### src/rtl/rv_iopmp_pkg.sv
// Shared IOPMP types: access encoding, error-type codes and the error record.
package rv_iopmp_pkg;

  // Access type as seen by the decision logic (one bit per permission).
  typedef struct packed {
    logic x;
    logic w;
    logic r;
  } access_t;

  // Error-type codes reported by the decision logic.
  localparam logic [2:0] ERR_ILLEGAL_READ  = 3'h1;
  localparam logic [2:0] ERR_ILLEGAL_WRITE = 3'h2;
  localparam logic [2:0] ERR_ILLEGAL_EXEC  = 3'h3;
  localparam logic [2:0] ERR_NOT_HIT       = 3'h5;
  localparam logic [2:0] ERR_UNKNOWN       = 3'h7;

  // Record fields are sized for the platform address/SID widths; ports of the
  // scheduler must not exceed them.
  localparam int unsigned ERR_REC_ADDR_W = 64;
  localparam int unsigned ERR_REC_SID_W  = 8;

  typedef struct packed {
    logic [2:0]                err_type;
    logic [15:0]               index;
    logic [ERR_REC_SID_W-1:0]  sid;
    logic [ERR_REC_ADDR_W-1:0] addr;
    access_t                   access;
  } err_record_t;

endpackage

### src/rtl/rv_iopmp_rr_arb.sv
// Combinational round-robin arbiter: first valid request after ptr wins.
module rv_iopmp_rr_arb #(
  parameter int unsigned NUM_REQ = 2
) (
  input  logic [NUM_REQ-1:0]         req,
  input  logic                       en,
  input  logic [$clog2(NUM_REQ)-1:0] ptr,
  output logic [NUM_REQ-1:0]         gnt,
  output logic [$clog2(NUM_REQ)-1:0] idx
);

  localparam int unsigned IDX_W = $clog2(NUM_REQ);

  logic             found;
  logic [IDX_W-1:0] k;

  // Scan ptr+1 .. ptr+NUM_REQ modulo NUM_REQ; the last slot is ptr itself.
  always_comb begin
    gnt   = '0;
    idx   = '0;
    found = 1'b0;
    k     = '0;
    for (int unsigned off = 1; off <= NUM_REQ; off++) begin
      k = IDX_W'((32'(ptr) + off) % NUM_REQ);
      if (en && !found && req[k]) begin
        found  = 1'b1;
        gnt[k] = 1'b1;
        idx    = k;
      end
    end
  end

endmodule

### src/rtl/rv_iopmp_dl_sched.sv
// Round-robin scheduler sharing one decision-logic instance among requesters.
// Stage A holds the granted request and drives chk_*; stage B holds the
// verdict with valid/ready backpressure. A sticky first-error record is kept.
module rv_iopmp_dl_sched
  import rv_iopmp_pkg::*;
#(
  parameter int unsigned NUM_REQ       = 2,
  parameter int unsigned ADDR_WIDTH    = 64,
  parameter int unsigned SID_WIDTH     = 8,
  parameter int unsigned ERR_CNT_WIDTH = 8
) (
  input  logic                          clk_i,
  input  logic                          rst_ni,
  input  logic                          enable_i,
  input  logic [NUM_REQ-1:0]            req_valid_i,
  output logic [NUM_REQ-1:0]            req_ready_o,
  input  logic [NUM_REQ*ADDR_WIDTH-1:0] req_addr_i,
  input  logic [NUM_REQ*3-1:0]          req_access_i,
  input  logic [NUM_REQ*SID_WIDTH-1:0]  req_sid_i,
  output logic                          chk_enable_o,
  output logic [ADDR_WIDTH-1:0]         chk_addr_o,
  output logic [2:0]                    chk_access_o,
  output logic [SID_WIDTH-1:0]          chk_sid_o,
  input  logic                          dl_allow_i,
  input  logic                          dl_err_i,
  input  logic [2:0]                    dl_err_type_i,
  input  logic [15:0]                   dl_err_index_i,
  output logic                          rsp_valid_o,
  input  logic                          rsp_ready_i,
  output logic [$clog2(NUM_REQ)-1:0]    rsp_idx_o,
  output logic                          rsp_allow_o,
  output logic                          err_valid_o,
  output logic [2:0]                    err_type_o,
  output logic [15:0]                   err_index_o,
  output logic [SID_WIDTH-1:0]          err_sid_o,
  output logic [ADDR_WIDTH-1:0]         err_addr_o,
  output logic [2:0]                    err_access_o,
  output logic [ERR_CNT_WIDTH-1:0]      err_lost_cnt_o,
  input  logic                          err_clear_i
);

  localparam int unsigned IDX_W = $clog2(NUM_REQ);

  // Round-robin pointer: index of the last granted requester.
  logic [IDX_W-1:0]      ptr_q;

  // Stage A: issue register.
  logic                  issue_valid_q;
  logic [IDX_W-1:0]      issue_idx_q;
  logic [ADDR_WIDTH-1:0] issue_addr_q;
  access_t               issue_access_q;
  logic [SID_WIDTH-1:0]  issue_sid_q;

  // Stage B: response register.
  logic                  rsp_valid_q;
  logic [IDX_W-1:0]      rsp_idx_q;
  logic                  rsp_allow_q;

  // Error record.
  logic                     err_valid_q;
  err_record_t              err_q;
  logic [ERR_CNT_WIDTH-1:0] err_cnt_q;

  logic                     advance_b;
  logic                     accept_a;
  logic [NUM_REQ-1:0]       arb_gnt;
  logic [IDX_W-1:0]         arb_idx;
  logic                     grant_any;

  logic                     err_valid_base;
  logic [ERR_CNT_WIDTH-1:0] err_cnt_base;
  logic                     new_err;

  assign advance_b = issue_valid_q & (~rsp_valid_q | rsp_ready_i);
  assign accept_a  = ~issue_valid_q | advance_b;

  // Grants are suppressed while reset is asserted so no requester sees a
  // handshake that the reset would then discard.
  rv_iopmp_rr_arb #(
    .NUM_REQ (NUM_REQ)
  ) u_arb (
    .req (req_valid_i),
    .en  (accept_a & rst_ni),
    .ptr (ptr_q),
    .gnt (arb_gnt),
    .idx (arb_idx)
  );

  assign grant_any   = |arb_gnt;
  assign req_ready_o = arb_gnt;

  assign chk_enable_o = enable_i & issue_valid_q;
  assign chk_addr_o   = issue_addr_q;
  assign chk_access_o = issue_access_q;
  assign chk_sid_o    = issue_sid_q;

  assign rsp_valid_o = rsp_valid_q;
  assign rsp_idx_o   = rsp_idx_q;
  assign rsp_allow_o = rsp_allow_q;

  assign err_valid_o    = err_valid_q;
  assign err_type_o     = err_q.err_type;
  assign err_index_o    = err_q.index;
  assign err_sid_o      = err_q.sid[SID_WIDTH-1:0];
  assign err_addr_o     = err_q.addr[ADDR_WIDTH-1:0];
  assign err_access_o   = err_q.access;
  assign err_lost_cnt_o = err_cnt_q;

  // Clear is applied before the new error is considered, so an error in the
  // clearing cycle becomes a fresh first error.
  always_comb begin
    err_valid_base = err_clear_i ? 1'b0 : err_valid_q;
    err_cnt_base   = err_clear_i ? '0   : err_cnt_q;
    new_err        = advance_b & enable_i & dl_err_i;
  end

  // Arbitration pointer and issue register.
  always_ff @(posedge clk_i) begin
    if (!rst_ni) begin
      ptr_q          <= IDX_W'(NUM_REQ - 1);
      issue_valid_q  <= 1'b0;
      issue_idx_q    <= '0;
      issue_addr_q   <= '0;
      issue_access_q <= '0;
      issue_sid_q    <= '0;
    end else if (accept_a) begin
      issue_valid_q <= grant_any;
      if (grant_any) begin
        ptr_q          <= arb_idx;
        issue_idx_q    <= arb_idx;
        issue_addr_q   <= req_addr_i[arb_idx*ADDR_WIDTH +: ADDR_WIDTH];
        issue_access_q <= access_t'(req_access_i[arb_idx*3 +: 3]);
        issue_sid_q    <= req_sid_i[arb_idx*SID_WIDTH +: SID_WIDTH];
      end
    end
  end

  // Response register: capture the verdict on advance, drop on consume.
  always_ff @(posedge clk_i) begin
    if (!rst_ni) begin
      rsp_valid_q <= 1'b0;
      rsp_idx_q   <= '0;
      rsp_allow_q <= 1'b0;
    end else if (advance_b) begin
      rsp_valid_q <= 1'b1;
      rsp_idx_q   <= issue_idx_q;
      rsp_allow_q <= enable_i ? dl_allow_i : 1'b1;
    end else if (rsp_ready_i) begin
      rsp_valid_q <= 1'b0;
    end
  end

  // Sticky first-error record with saturating lost-error counter.
  always_ff @(posedge clk_i) begin
    if (!rst_ni) begin
      err_valid_q <= 1'b0;
      err_q       <= '0;
      err_cnt_q   <= '0;
    end else begin
      err_valid_q <= err_valid_base;
      err_cnt_q   <= err_cnt_base;
      if (new_err && !err_valid_base) begin
        err_valid_q     <= 1'b1;
        err_q.err_type  <= dl_err_type_i;
        err_q.index     <= dl_err_index_i;
        err_q.sid       <= ERR_REC_SID_W'(issue_sid_q);
        err_q.addr      <= ERR_REC_ADDR_W'(issue_addr_q);
        err_q.access    <= issue_access_q;
      end else if (new_err && (err_cnt_base != '1)) begin
        err_cnt_q <= err_cnt_base + ERR_CNT_WIDTH'(1);
      end else if (err_clear_i) begin
        err_q <= '0;
      end
    end
  end

endmodule

### config.mk
export PLATFORM = sky130hd
export DESIGN_NAME = rv_iopmp_dl_sched
export DESIGN_NICKNAME = d
export VERILOG_FILES = /design/src/rtl/rv_iopmp_pkg.sv /design/src/rtl/rv_iopmp_rr_arb.sv /design/src/rtl/rv_iopmp_dl_sched.sv
export SDC_FILE = /design/constraint.sdc
export NUM_CORES = 1
export LEC_CHECK = 0
export CAP_MARGIN = 20
export CORE_ASPECT_RATIO = 1.2
export CORE_MARGIN = 2
export CORE_UTILIZATION = 30
export CTS_CLUSTER_DIAMETER = 50
export DETAILED_ROUTE_END_ITERATION = 10
export GPL_TIMING_DRIVEN = 0
export HOLD_SLACK_MARGIN = 0.02
export MAX_ROUTING_LAYER = met4
export PLACE_DENSITY = 0.63
export SYNTH_ARGS = -nofsm -noshare
export SYNTH_HDL_FRONTEND = slang
export SYNTH_HIERARCHICAL = 1
export SYNTH_SLANG_ARGS = --single-unit
### constraint.sdc
create_clock -name clk_i -period 5.63 [get_ports clk_i]
set_clock_uncertainty 0.15 [all_clocks]
set_input_delay 0.8445 -clock clk_i [delete_from_list [all_inputs] [get_ports clk_i]]
set_output_delay 0.8445 -clock clk_i [all_outputs]
set_load 0.02 [all_outputs]
==> run_results.csv, run 1 <==
group,metric,value,unit
sta,maxSlewViolCount,0,
route,post_drt_wl_per_cell,17.8,um
finish,nets,1408,
clocking,cts_made_buffers,17,
power,combPwrFrac,18.8,%
sta,tightest_slew,0.853,ns
critical_path,arrival,2.92,ns
clocking,tritoncts,"yes",
sta,fmaxAchievable,255,MHz
critical_path,worstPathMaxFanout,5,
power,ir_drop,177,uV
critical_path,cp-start-kind,"input port",
sta,max_slew_margin,43.1,%
power,power.share.clock,36.5,%
global_routing,grt.overflow.total,0,
power,p_switching,0.000911,W
clocking,cts.repair.resized,0,
worst_hold_path,hp-class,"reg -> reg",
finish,drive_gt1_share,6.93,%
floorplan,die_y,177,um
finish,finalCoreUtilization,49.1,%
synth,ys_async_sr_fraction,0,%
power,power.density,262,nW/um^2
route,finalWirelength,27900,um
power,netSwitchingFraction,28.8,%
clocking,htree_levels,4,
power,p_leak,4.06,nW
synth,syn_inst,849,
synth,synth_common_cells,"dfxtp_1, a21oi_1, nand2_1, nand3_1, nor2_1",
synth,synth_area_leaders,"dfxtp_1, mux2i_1, a211oi_1",
global_routing,grt_usage,21.5,%
critical_path,critPathMostFrequentCell,"clkdlybuf4s50_1",
synth,synth_ff_type,"dfxtp_1",
synth,ys_seq_area_share,49.2,%
critical_path,cp_cell_sequence,"clkdlybuf4s50_1 -> and2_1 -> nand2_1 -> a21oi_1 -> clkdlybuf4s50_1",
finish,syn_to_final_growth,61.0,%
status,status,"finished clean",
global_routing,grt_pass1_wl,42400,um
route,vias,7547,
synth,syn_avg_cell_area,8.82,sq um
synth,yosysMostFrequentCell,"dfxtp_1",
clocking,ctsHoldBuffers,0,
clocking,clock_path_buffers,2,
synth,synth_top_area_share,49.2,%
critical_path,crit_required,4.64,ns
critical_path,end_kind,"primary output",
synth,ys_warn_count,6,
sta,fin_crit,3.92,ns
floorplan,initial_utilization,30.5,%
route,drtAntennaViolNets,0,
power,p_int,0.00225,W
clocking,clock_latency,0.43,ns
synth,syn-num-nets,1028,
finish,fillerInstances,2420,
synth,synth_edf_count,0,
floorplan,row_count,63,
synth,ys_ff_latch,184,
floorplan,boundaryPins,362,
critical_path,critPathTopFamily,"buffers and inverters",
critical_path,crit_type,"in -> out",
sta,setup_violations,0,
floorplan,die_w,148,um
critical_path,crit_buf_inv,2,
sta,tns,0,ns
floorplan,die-area,26300,sq um
critical_path,cpMaxStageDelayCell,"clkdlybuf4s50_1",
route,drt_iter0_drc,297,
clocking,clock-sinks,184,
finish,n_antenna_cell,0,
route,drt_first_pass_iters,4,
sta,hold_violations,0,
global_routing,antenna_found_initial,0,
global_routing,grt_max_degree,18,
route,vias_per_cell,4.82,
route,drc_errors,0,
floorplan,core,24600,sq um
synth,ys_types,35,
placement,io_buffers,361,
critical_path,cpPeakStageDelay,0.72,ns
sta,rsz0062_at_grt,"false",
job,timing.max_cap.violations,0,
synth,yosysTopAreaCell,"dfxtp_1",
sta,fin_crit_sh,69.6,%
synth,syn_area,7490,sq um
clocking,root_buffer,"clkbuf_16",
global_routing,grt_pass1_vias,7370,
placement,globalplace.congestion,0.835,
power,seqPwrFrac,44.7,%
placement,dp_hpwl,21200,um
clocking,cts_setup_buffers,0,
clocking,clkSlewWorstSetupHoldPaths,0.07,ns
-- per-stage QoR --
| step | instance area [sq um] | hold slack, ns | setup slack (ns) | instances | power [W] |
|---|---|---|---|---|---|
| floorplan | 7490 | 0.287 | 2.94 | 849 | 0.00170 |
| global placement | 11500 | 0.303 | 1.72 | 1535 | 0.00204 |
| detailed placement | 11500 | 0.307 | 1.73 | 1535 | 0.00204 |
| CTS | 12100 | 0.314 | 1.72 | 1566 | 0.00320 |
| global route | 12100 | 0.335 | 1.68 | 1566 | 0.00331 |
| finish | 12100 | 0.315 | 1.71 | 1566 | 0.00316 |
-- final timing paths --
| path | startpoint | endpoint | slack [ns] | cells past startpoint |
|---|---|---|---|---|
| max | rst_ni | req_ready_o[0] | 1.71 | 5 |
| max reg2reg | issue_valid_q | chk_addr_o[4] | 2.93 | 10 |
| min | err_addr_o[35] | err_addr_o[35] | 0.32 | 2 |
| min reg2reg | err_addr_o[35] | err_addr_o[35] | 0.32 | 2 |
-- power groups by stage --
stage               combinational (W)  sequential (W)  clock, W
floorplan                    0.000198         0.00151         0
global placement             0.000595         0.00144         0
detailed placement           0.000598         0.00144         0
CTS                          0.000600         0.00141   0.00118
global route                 0.000640         0.00142   0.00124
finish                       0.000594         0.00141   0.00115
-- tightest hold or removal path, stage by stage, from the launching register on --
cell and delay [ns]:
dfxtp_1 0.31, nand3_1 0.06, a21oi_1 0.05
-- layout make-up --
type                    instances  area (sq um)  share of cell area [%]
multi-input cells             580          3360                    27.8
plain buffers                  79           430                    3.57
clock buffers                  19           443                    3.67
flip-flops and latches        184          3680                    30.5
repair buffers                361          3610                    29.9
inverters                       6          22.5                   0.187
well taps                     325           407                    3.37
clock inverters                12           110                   0.913
-- logic make-up after synthesis --
kind of cell             share of synthesized area, %
multiplexers                                     10.0
AND/OR/NAND/NOR                                  18.3
flip-flops                                       49.2
adder cells (fa/ha/maj)                         0.167
buffers and inverters                            6.05
AO/OA/AOI/OAI                                    16.3
-- cells in the final DEF (no fill, tap or decap), types with 2 or more instances in the layout --
cell	instances
nand4_1	4
inv_2	2
clkbuf_1	26
inv_6	3
nor2_1	76
a21oi_1	108
clkinvlp_4	4
inv_8	4
nand3_1	97
inv_1	4
o21ai_0	3
dfxtp_1	184
nor2b_1	4
o31ai_1	6
a21oi_2	3
clkbuf_16	17
mux2i_1	75
buf_1	7
clkdlybuf4s50_1	361
nand2_1	106
or4_1	5
nand2b_1	2
or3_1	3
a211oi_1	75
buf_2	32
buf_4	6
buf_6	8
and2_1	2
-- registers in the layout, indices dropped and copies added, names as in the netlist, 3 cells and up --
name	flops
err_access_o	3
err_addr_o	64
err_lost_cnt_o	8
chk_access_o	3
chk_sid_o	8
err_index_o	16
err_sid_o	8
err_type_o	3
chk_addr_o	64
-- routing by layer --
layer	GRT usage [%]	wire [um]	up-vias
li1	-	-	3746
met1	25.8	11800	3505
met2	35.6	13800	267
met3	5.26	1760	29
met4	6.43	510	0
met5	-	0	-
Note: power is estimated with default switching activity, not from simulation.
==> run 2, diff against run 1 <==
clock period = 3.8 ns   (was 5.63 ns; I/O delays follow)
==> results of run 2 <==
The final DEF is identical to that of run 1. Status: finished clean.
Among the figures that moved: setup slack after placement 1.73 ns -> 0.408 ns; setup slack after layout 1.71 ns -> 0.431 ns; register-to-register setup slack 2.93 ns -> 1.10 ns; total power 0.00316 W -> 0.00469 W; worst IR drop on VDD 177 uV -> 263 uV
==> run 3, diff against run 2 <==
DONT_BUFFER_PORTS = 1   (was unset)
PLACE_DENSITY = 0.45   (was 0.63)
==> run_results.csv, run 3 (synthesis results as in run 1) <==
group,metric,value,unit
status,status,"finished clean",
clocking,cts_made_buffers,17,
sta,fin_crit,3.00,ns
route,drc_errors,0,
sta,fmaxAchievable,334,MHz
clocking,tritoncts,"yes",
sta,rsz0062_at_grt,"false",
sta,hold_violations,0,
finish,final_common_cell,"dfxtp_1",
floorplan,row_count,63,
clocking,cts_setup_buffers,0,
placement,dp_hpwl,19200,um
finish,syn_to_final_growth,12.3,%
global_routing,grt_pass1_wl,37800,um
critical_path,crit_required,3.99,ns
sta,tightest_slew,0.911,ns
floorplan,core,24600,sq um
global_routing,antenna_found_initial,0,
sta,fin_crit_sh,78.8,%
sta,max_slew_margin,39.2,%
finish,stdcell_count,1203,
global_routing,grt_pass1_vias,6043,
clocking,htree_levels,4,
power,ir_drop,286,uV
clocking,clkSlewWorstSetupHoldPaths,0.07,ns
global_routing,grt_usage,19.6,%
route,vias_per_cell,5.23,
sta,setup_violations,0,
placement,globalplace.congestion,0.784,
finish,most-common-layout-cells,"dfxtp_1, a21oi_1, nand2_1",
power,p_leak,2.72,nW
global_routing,grt.overflow.total,0,
critical_path,end_kind,"flip-flop",
route,post_drt_wl_per_cell,21.4,um
floorplan,boundaryPins,362,
power,power.density,510,nW/um^2
critical_path,worstPathMaxFanout,10,
route,drt_iter0_drc,328,
global_routing,grt_max_degree,17,
clocking,clock-sinks,184,
floorplan,die-area,26300,sq um
sta,tns,0,ns
route,finalWirelength,25800,um
critical_path,cp-start-kind,"flip-flop",
route,vias,6287,
finish,drive_gt1_share,9.34,%
clocking,clock_path_buffers,2,
route,drt_first_pass_iters,4,
finish,fillerInstances,2637,
critical_path,crit_type,"reg -> reg",
sta,maxSlewViolCount,0,
route,drtAntennaViolNets,0,
clocking,clock_latency,0.44,ns
floorplan,die_y,177,um
critical_path,arrival,3.19,ns
floorplan,initial_utilization,30.5,%
placement,dp.cells,1174,
power,total_power,0.00430,W
finish,nets,1047,
finish,n_antenna_cell,0,
clocking,ctsHoldBuffers,0,
job,timing.max_cap.violations,0,
worst_hold_path,hp-class,"in -> reg",
clocking,cts.repair.resized,0,
sta,timing.hold.ws,0.111,ns
clocking,root_buffer,"clkbuf_16",
floorplan,die_w,148,um
placement,io_buffers,0,
[run 3: cell count changes in the layout (fill, tap and decap cells not counted)]
| cell | previous run | this run |
|---|---|---|
| clkinv_2 | 0 | 4 |
| clkdlybuf4s50_1 | 361 | 0 |
| clkinvlp_4 | 4 | 3 |
| clkbuf_1 | 26 | 28 |
| clkbuf_8 | 1 | 0 |
| inv_6 | 3 | 0 |
| bufinv_16 | 0 | 1 |
| inv_8 | 4 | 0 |
[run 3: routing by layer]
metal	track usage, %	wire length (um)	share of wire, %	up-vias
met4	5.36	298	1.2	0
met2	32.5	12800	50	254
met1	22.5	10300	40	2970
met5	-	0	0	-
li1	-	-	-	3042
met3	7.06	2380	9.2	21
[run 3: power breakdown]
| part | switching, W | internal, W | total [W] |
|---|---|---|---|
| clock | 0.000781 | 0.000887 | 0.00167 |
| sequential | 0.000211 | 0.00202 | 0.00223 |
| combinational | 0.000256 | 0.000139 | 0.000395 |
| total | 0.00125 | 0.00305 | 0.00430 |
[run 3: path summary, 6_finish.rpt]
| kind | endpoint | start | slack (ns) | cells past startpoint |
|---|---|---|---|---|
| min | err_type_o[2] | dl_err_type_i[2] | 0.11 | 2 |
| max reg2reg | chk_addr_o[4] | rsp_valid_o | 0.80 | 10 |
| max | chk_addr_o[4] | rsp_valid_o | 0.80 | 10 |
| min reg2reg | issue_idx_q | issue_idx_q | 0.32 | 2 |
[run 3: metrics by stage]
step                utilization, %  instance area [sq um]  setup slack [ns]
floorplan                        -                   7490              1.38
global placement              32.1                   7900             0.635
detailed placement            32.1                   7900             0.605
CTS                           34.2                   8420             0.708
global route                  34.2                   8420             0.549
finish                        34.2                   8420             0.804
[run 3: cell type report]
| class | count | area (sq um) | share of cell area, % |
|---|---|---|---|
| buffer | 79 | 430 | 5.11 |
| clock buffer | 20 | 437 | 5.19 |
| clock inverter | 9 | 81.3 | 0.966 |
| inverter | 6 | 22.5 | 0.268 |
| multi-input combinational | 580 | 3360 | 39.9 |
| sequential | 184 | 3680 | 43.8 |
| tap | 325 | 407 | 4.83 |
[run 3: worst max-delay path, cell delays in order (launching register included)]
cell and delay, ns:
dfxtp_1 0.40, nand3b_1 0.19, and2_1 0.17, nand2_1 0.07
a21oi_1 0.68, o21a_1 0.22, buf_2 0.21, buf_4 0.27
buf_4 0.23, nor2_1 0.05, a211oi_1 0.23
